==> src/rtl/assoc_cache.sv <==
// Fully associative cache with LRU ordering by slot position (slot 0 = MRU).
// Reads allocate on miss; writes go through to memory and also allocate.
//
// state  | meaning
// IDLE   | waiting for a request; flush clears all entries here
// LOOKUP | tag compare against the latched address
// MEM    | backing-memory access held until mem_ack
// RESP   | one-cycle response pulse, statistics update
module assoc_cache #(
    parameter int ADDR_WIDTH = 8,
    parameter int DATA_WIDTH = 8,
    parameter int CELL_CNT   = 8,
    parameter int CNT_WIDTH  = 16
) (
    input  logic                  clk,
    input  logic                  rst,
    input  logic                  flush,
    input  logic                  req_valid,
    output logic                  req_ready,
    input  logic                  req_we,
    input  logic [ADDR_WIDTH-1:0] req_addr,
    input  logic [DATA_WIDTH-1:0] req_wdata,
    output logic                  resp_valid,
    output logic                  resp_hit,
    output logic [DATA_WIDTH-1:0] resp_rdata,
    output logic                  mem_req,
    output logic                  mem_we,
    output logic [ADDR_WIDTH-1:0] mem_addr,
    output logic [DATA_WIDTH-1:0] mem_wdata,
    input  logic                  mem_ack,
    input  logic [DATA_WIDTH-1:0] mem_rdata,
    output logic [CNT_WIDTH-1:0]  hit_cnt,
    output logic [CNT_WIDTH-1:0]  miss_cnt
);
    localparam int IDX_W = (CELL_CNT > 1) ? $clog2(CELL_CNT) : 1;
    localparam logic [IDX_W-1:0] LRU_IDX = IDX_W'(CELL_CNT - 1);

    typedef enum logic [1:0] {IDLE, LOOKUP, MEM, RESP} state_t;

    state_t                state, state_next;
    logic [CELL_CNT-1:0]   valid;
    logic [ADDR_WIDTH-1:0] tag  [CELL_CNT];
    logic [DATA_WIDTH-1:0] data [CELL_CNT];

    logic                  lat_we;
    logic [ADDR_WIDTH-1:0] lat_addr;
    logic [DATA_WIDTH-1:0] lat_wdata;
    logic                  hit_q;
    logic [IDX_W-1:0]      idx_q;

    logic                  lk_hit;
    logic [IDX_W-1:0]      lk_idx;
    logic                  upd;
    logic [IDX_W-1:0]      upd_src;
    logic [DATA_WIDTH-1:0] upd_data;

    // At most one valid entry can match, since only misses allocate.
    always_comb begin
        lk_hit = 1'b0;
        lk_idx = '0;
        for (int i = 0; i < CELL_CNT; i++) begin
            if (valid[i] && tag[i] == lat_addr) begin
                lk_hit = 1'b1;
                lk_idx = IDX_W'(i);
            end
        end
    end

    // An update moves slot upd_src to slot 0 with new contents; an insert
    // is the same move taken from the LRU slot, which drops that entry.
    always_comb begin
        state_next = state;
        upd        = 1'b0;
        upd_src    = LRU_IDX;
        upd_data   = lat_wdata;
        case (state)
            IDLE: begin
                if (!flush && req_valid) state_next = LOOKUP;
            end
            LOOKUP: begin
                if (!lat_we && lk_hit) begin
                    state_next = RESP;
                    upd        = 1'b1;
                    upd_src    = lk_idx;
                    upd_data   = data[lk_idx];
                end else begin
                    state_next = MEM;
                end
            end
            MEM: begin
                if (mem_ack) begin
                    state_next = RESP;
                    upd        = 1'b1;
                    upd_src    = hit_q ? idx_q : LRU_IDX;
                    upd_data   = lat_we ? lat_wdata : mem_rdata;
                end
            end
            RESP: state_next = IDLE;
            default: state_next = IDLE;
        endcase
    end

    always_ff @(posedge clk) begin
        if (rst) begin
            state      <= IDLE;
            valid      <= '0;
            hit_q      <= 1'b0;
            idx_q      <= '0;
            resp_hit   <= 1'b0;
            resp_rdata <= '0;
            hit_cnt    <= '0;
            miss_cnt   <= '0;
        end else begin
            state <= state_next;
            if (state == IDLE) begin
                if (flush) begin
                    valid <= '0;
                end else if (req_valid) begin
                    lat_we    <= req_we;
                    lat_addr  <= req_addr;
                    lat_wdata <= req_wdata;
                end
            end
            if (state == LOOKUP) begin
                hit_q    <= lk_hit;
                idx_q    <= lk_idx;
                resp_hit <= lk_hit;
            end
            if (upd) begin
                for (int i = CELL_CNT - 1; i > 0; i--) begin
                    if (IDX_W'(i) <= upd_src) begin
                        valid[i] <= valid[i-1];
                        tag[i]   <= tag[i-1];
                        data[i]  <= data[i-1];
                    end
                end
                valid[0]   <= 1'b1;
                tag[0]     <= lat_addr;
                data[0]    <= upd_data;
                resp_rdata <= upd_data;
            end
            if (state == RESP) begin
                if (resp_hit) begin
                    if (hit_cnt != '1) hit_cnt <= hit_cnt + 1'b1;
                end else begin
                    if (miss_cnt != '1) miss_cnt <= miss_cnt + 1'b1;
                end
            end
        end
    end

    assign req_ready  = (state == IDLE) && !flush;
    assign resp_valid = (state == RESP);
    assign mem_req    = (state == MEM);
    assign mem_we     = mem_req && lat_we;
    assign mem_addr   = mem_req ? lat_addr : '0;
    assign mem_wdata  = (mem_req && lat_we) ? lat_wdata : '0;
endmodule
==> config.mk <==
export PLATFORM = sky130hd
export DESIGN_NAME = assoc_cache
export DESIGN_NICKNAME = d
export VERILOG_FILES = /design/src/rtl/assoc_cache.sv
export SDC_FILE = /design/constraint.sdc
export NUM_CORES = 1
export LEC_CHECK = 0
export CAP_MARGIN = 10
export CORE_MARGIN = 10
export CORE_UTILIZATION = 55
export CTS_CLUSTER_SIZE = 16
export DETAILED_ROUTE_END_ITERATION = 6
export PLACE_DENSITY = 0.77
export SETUP_SLACK_MARGIN = 0.1
export SYNTH_ARGS = -nofsm -noshare
export SYNTH_HDL_FRONTEND = slang
export SYNTH_SLANG_ARGS = --single-unit
==> constraint.sdc <==
create_clock -name clk -period 12.8 [get_ports clk]
set_input_delay 2.56 -clock clk [delete_from_list [all_inputs] [get_ports clk]]
set_output_delay 2.56 -clock clk [all_outputs]
set_load 0.01 [all_outputs]
Word level (Yosys, flattened, before mapping)
Memory sizes are Yosys's and may differ from the RTL's.
Cells that the tools add are included.
Cells by class
  $lt $le $gt $ge: 7
  equality and inequality tests: 15
  add/subtract/negate cells: 2
  bitwise logic cells: 3
  reductions and logical operators: 22
  mux-type cells: 73
Operators by type and width (count)
  $eq 8x8->1: 8
  $mux 8: 8
  $mux 1: 50
  $add 16x1->16 const B: 2
  $ne 16x16->1 const B: 2
  $mux 3: 9
  $pmux 8 s2: 1
  $le 3x3->1 const A: 4
  $logic_and 1x1->1: 12
  $pmux 2 s4: 1
  $le 2x3->1 const A: 2
  $pmux 3 s2: 1
  $reduce_and 3->1: 2
  $eq 2x2->1 const B: 2
  $mux 2: 2
  $reduce_and 2->1: 2
  $reduce_and 4->1: 1
  $reduce_bool 2->1: 2
  $le 1x3->1 const A: 1
  $not 1->1: 3
  $eq 2x1->1 const B: 1
  $logic_not 1->1: 2
  $logic_not 2->1: 1
  $ne 2x1->1 const B: 1
  2 further kinds: 2
Word-level totals
  memory bits (writable): 128
  bits of input ports: 30
  memories: 2
  flip-flop bits (word level): 71
  output and inout bits: 61
  logic and storage cells: 135
Memories
  data: depth 8, width 8, read ports 8, clocked after memory_dff 0, write ports 8, line 43  | logic [DATA_WIDTH-1:0] data [CELL_CNT];
  tag: depth 8, width 8, read ports 8, clocked after memory_dff 0, write ports 8, line 42  | logic [ADDR_WIDTH-1:0] tag [CELL_CNT];

Depth between registers and ports, before layout
Gate-level depths: netlist of the first run.
An unclocked memory read counts as a cell.
  word-level depth: 19
  gate-level depth with buffers: 13
  depth with buffers taken out: 10

Worst setup path before layout of the first run
No wires, ideal clock.
  path type: input -> register
  start point: in mem_ack
  end point: mem data[2][0] (enable)
  buffers on the path: 0
  data required time: 12.386 ns
  arrival: 4.916 ns
  setup slack: 7.470 ns
  stages: 4
  library setup time: 0.414 ns
  path through: nand2_1 -> a21o_1 -> nor2_1 -> a21boi_0
RTL lines
  from (decl): line 30  | input logic mem_ack,
  to (decl): line 43

Worst setup path after layout of the first run
  start point: in flush
  end point: out req_ready
On the way
  cells in the longest elaborated chain, start to end: 2
Ends and longest elaborated chain
  from (decl): line 17  | input logic flush,
  $logic_not 1->1: line 152  | assign req_ready = (state == IDLE) && !flush;
  $logic_and 1x1->1: line 152
  to (decl): line 19  | output logic req_ready,
Every way passes these cells.

==> metrics, run 1 <==
vias in the first global route=6,610; TritonCTS clock tree=yes; Final Hold Vio Count=0; setup ws final=6.46 ns; cell area after layout=10,800 um^2; FFs w/ async S/R, synth=0; Skew-Pair Late Insertion Delay=0.44 ns; via count=6,513; cts repair resizes=0; Ports=91; worst-path fanout max=4; synth unique cells=59; Chip Height=149 um; most frequent cells in the layout=edfxtp_1 (145), clkdlybuf4s50_1 (89), nor2_1 (77); Clock Sinks=199; Final Net Count=888; placer congestion estimate=0.884; die area=22,100 um^2; HP Class=reg -> reg; Area growth syn-to-layout=18.4%; worst slack, placed=6.46 ns; Total Wirelength=21,900 um; Num CTS Buffers=17; postcts setup bufs=0; global-route wire length before repair=34,900 um; RSZ-0062 raised after global routing=false; Post-CTS Hold Fix Bufs=0; pwr dens=140 nW/um^2; largest net degree at the start of global routing=60; Leakage Power=3.50 nW; clk buf depth=2; critical path data arrival time=3.78 ns; antenna-violating nets left=0; root buffer cell=clkbuf_16; vias per inst=6.03; most common cell after layout, fill and taps aside=edfxtp_1; Residual DRC=0; Synth Register Bits=199; DP Area=10,200 um^2; Post-Syn Instances=763; setup tns final=0 ns; wire length per cell=20.3 um; Final Hold Slack=0.444 ns; Max VDD drop=104 uV; skew final=0.0145 ns; Reg2Reg Launch Point=lat_addr[1]; Top FF cell, synth=edfxtp_1; worst-margin pin slew=1.22 ns; initial antenna violation count=0; Mapped Area=9110 um^2; crit end category=output port; Crit Path Class=in -> out; first drt pass iteration count=5; clk slew on worst S/H paths=0.07 ns; port bufs=90; status=completed; fin crit share=0.496; GRT Overall Usage=0.199; headroom to the max-slew limit=0.182; hold wc startpoint=data[3][5]; share of post-route cells with drive strength above 1=0.0799; FMAX=158 MHz; worst setup path start=flush; Setup Viol. Count Final=0; Mapped Nets=800; hpwl dp=15,900 um; Iter 0 DRT Violations=691; Std-Cell Rows=46; Core ar.=16,100 um^2; final global-route overflow total=0; register area share after synthesis=0.596; Pins Over Slew Limit=0; number of synthesized flops with an enable pin=145; Startpoint Class=input pin; Max-Cap Viols=0; Starting Density=0.567; worst path required time=10.24 ns; Synth Area per Inst=11.9 um^2; Ys Warns=0; die width=149 um; H-Tree Depth=4; ant diodes=0; crit path time final=6.34 ns
-- area by class of cell --
class	count	area [um^2]
Timing Repair Buffer	103	993
Clock buffer	19	454
Fill cell	1141	5270
Inverter	11	41.3
Sequential cell	199	5440
Clock inverter	13	148
Multi-Input combinational cell	519	3450
Tap cell	216	270
-- layer usage --
metal | global-route usage | part of all wire
met5 | 0 | 0
met4 | 0.0614 | 0.015
met2 | 0.324 | 0.48
met3 | 0.0658 | 0.091
met1 | 0.245 | 0.41
-- per-stage QoR --
stage	std cells	power (W)	utilization
finish	1080	0.00151	0.672
global route	1080	0.00156	0.672
CTS	1079	0.00151	0.671
detailed placement	1047	0.000969	0.634
global placement	1047	0.000960	0.634
floorplan	763	0.000886	-
-- worst max-delay path, stage by stage --
cell             delay (ns)
clkdlybuf4s50_1        0.46
nor2b_1                0.19
clkdlybuf4s50_1        0.57
-- state kept, by name, summed over array words and instances, names as in the netlist, 8 cells and up --
| register | cells |
|---|---|
| data | 64 |
| hit_cnt | 16 |
| resp_rdata | 8 |
| lat_addr | 8 |
| miss_cnt | 16 |
| valid | 8 |
| tag | 64 |
| lat_wdata | 8 |
-- worst paths after layout --
| path | endpoint | slack (ns) | cells after the start |
|---|---|---|---|
| worst min register to register | data[4][5] | 0.44 | 0 |
| worst max register to register | data[3][3] | 8.45 | 9 |
| worst min-delay path | data[4][5] | 0.44 | 0 |
| worst max-delay path | req_ready | 6.46 | 3 |
-- cells by family after synthesis --
family                     synth area share
muxes                                0.0406
buffers and inverters                0.0264
and+or+nand+nor                       0.153
xor gates and xnor gates             0.0883
DFF                                   0.596
AOI/OAI and AO/OA                    0.0857
adders and majority gates           0.00961
-- synthesized netlist by cell type (9+ instances only) --
cell      number  area, um^2
a21o_1         9        67.6
a21oi_1       27         135
a311oi_1       9        78.8
and2_1        14        87.6
and3_1        15        93.8
clkbuf_1      21        78.8
dfxtp_1       54        1080
edfxtp_1     145        4350
inv_1         11        41.3
mux2i_1       28         280
nand2_1       54         203
nand3_1       41         205
nand4_1       23         144
nor2_1        77         289
nor3_1        13        65.1
xnor2_1       71         622
xor2_1        19         166
-- where the power goes --
part	switching [W]	internal (W)
Sequential	0.0000212	0.000711
Combinational	0.000136	0.0000924
Clock	0.000256	0.000291
Total	0.000413	0.00109
Power figures use the tool's default switching activity.
==> inputs of run 2 (changes only) <==
==> constraint.sdc (replaced) <==
create_clock -name clk -period 5.9 [get_ports clk]
set_input_delay 1.18 -clock clk [delete_from_list [all_inputs] [get_ports clk]]
set_output_delay 1.18 -clock clk [all_outputs]
set_load 0.01 [all_outputs]
==> metrics, run 2 (synthesis gave the netlist of run 1 again) <==
fill count=1,152; crit end category=flop; CP top delay family=compound AO/OA/AOI/OAI gates; ant diodes=0; Std-Cell Rows=46; port bufs=90; worst-path fanout max=17; GRT Overall Usage=0.199; Chip Height=149 um; Residual DRC=0; crit path time final=4.56 ns; RSZ-0062 raised after global routing=false; worst-margin pin slew=1.18 ns; Core ar.=16,100 um^2; CP Buf/Inv Count=0; die width=149 um; worst path required time=5.96 ns; antenna-violating nets left=0; most common cell after layout, fill and taps aside=edfxtp_1; Startpoint Class=flop; clk slew on worst S/H paths=0.07 ns; Pins Over Slew Limit=0; share of post-route cells with drive strength above 1=0.0767; HP Class=reg -> reg; Clock Sinks=199; FMAX=219 MHz; global-route wire length before repair=35,000 um; Max-Cap Viols=0; root buffer cell=clkbuf_16; slowest CP cell=o211ai_1; Max VDD drop=227 uV; Finished Layout Cells=1,077; Leakage Power=3.46 nW; hpwl dp=16,200 um; clk buf depth=2; placer congestion estimate=0.957; vias per inst=5.97; skew final=0.0136 ns; fin crit share=0.773; CP Cell Sequence=xnor2_1 -> nand3_1 -> nor3_2 -> nor2_1 -> o211ai_1 -> a21oi_1 -> o31ai_1 -> and2_1; Ports=91; Worst path max stage delay=1.01 ns; headroom to the max-slew limit=0.213; Placed Cells incl. Taps=1,045; TritonCTS clock tree=yes; final global-route overflow total=0; Skew-Pair Late Insertion Delay=0.44 ns; cts repair resizes=0; Final Net Count=885; most frequent cells in the layout=edfxtp_1 (145), clkdlybuf4s50_1 (89), nor2_1 (77); die area=22,100 um^2; wire length per cell=20.4 um; Post-CTS Hold Fix Bufs=0; largest net degree at the start of global routing=60; status=completed; first drt pass iteration count=6; multi-input logic area=3450 um^2; setup tns final=0 ns; top flop regs=data x64, tag x64; Crit Path Class=reg -> reg; H-Tree Depth=4; Setup Viol. Count Final=0; via count=6,428; pwr dens=296 nW/um^2; Area growth syn-to-layout=17.5%; initial antenna violation count=0; Starting Density=0.567; Num CTS Buffers=17; Iter 0 DRT Violations=705; Final Hold Vio Count=0; postcts setup bufs=0; Total Wirelength=22,000 um; critical path data arrival time=4.62 ns; Reg area=5440 um^2; vias in the first global route=6,418
==> run 2: changes by cell type in the layout (fill, tap and decap cells not counted), sizes merged <==
| cell | change |
|---|---|
| buf | -3 |
| inv | -2 |
| clkinv | +3 |
| clkbuf | -1 |
| bufinv | -1 |
| clkinvlp | +1 |
==> run 2: worst reg2reg max path, cell delays in order, from the launching register on <==
cell      delay [ns]
edfxtp_1        0.73
xnor2_1         0.18
nand3_1         0.10
nor3_2          0.32
nor2_1          0.30
o211ai_1        1.01
a21oi_1         0.44
o31ai_1         0.44
and2_1          0.66
==> run 2: power by group <==
part | internal [W] | switching, W
logic | 0.000199 | 0.000299
registers | 0.00154 | 0.0000447
clock network | 0.000552 | 0.000533
==> run 2: cell type report <==
class,instances,share of cell area
clock inverter,14,0.0107
sequential,199,0.507
multi-input combinational,519,0.322
inverter,11,0.00386
tap,216,0.0252
clock buffer,18,0.0401
timing repair buffer,100,0.0907
==> run 2: path summary, 6_finish.rpt <==
check                                   to        start  cells past startpoint  slack (ns)
worst max-delay path            data[3][2]  lat_addr[0]                      8        1.34
worst min register to register  data[5][5]   data[4][5]                      0        0.45
worst max register to register  data[3][2]  lat_addr[0]                      8        1.34
worst min-delay path            data[5][5]   data[4][5]                      0        0.45
==> run 2: metrics by stage <==
stage | setup slack [ns] | cell area (um^2) | total power (W) | utilization | hold WS, ns
6_report | 1.34 | 10700 | 0.00317 | 0.667 | 0.451
5_1_grt | 0.946 | 10700 | 0.00328 | 0.667 | 0.464
4_1_cts | 1.36 | 10700 | 0.00318 | 0.667 | 0.450
3_5_place_dp | 1.35 | 10200 | 0.00210 | 0.633 | 0.435
3_3_place_gp | 1.60 | 10200 | 0.00208 | 0.633 | 0.428
2_1_floorplan | 1.56 | 9110 | 0.00192 | - | 0.418
==> run 2: layer usage <==
layer  track usage  wire length, um  part of all wire
met1         0.252             9110              0.41
met2         0.316            10400              0.47
met5             0                0                 0
met4        0.0654              370             0.017
met3        0.0677             2090             0.095
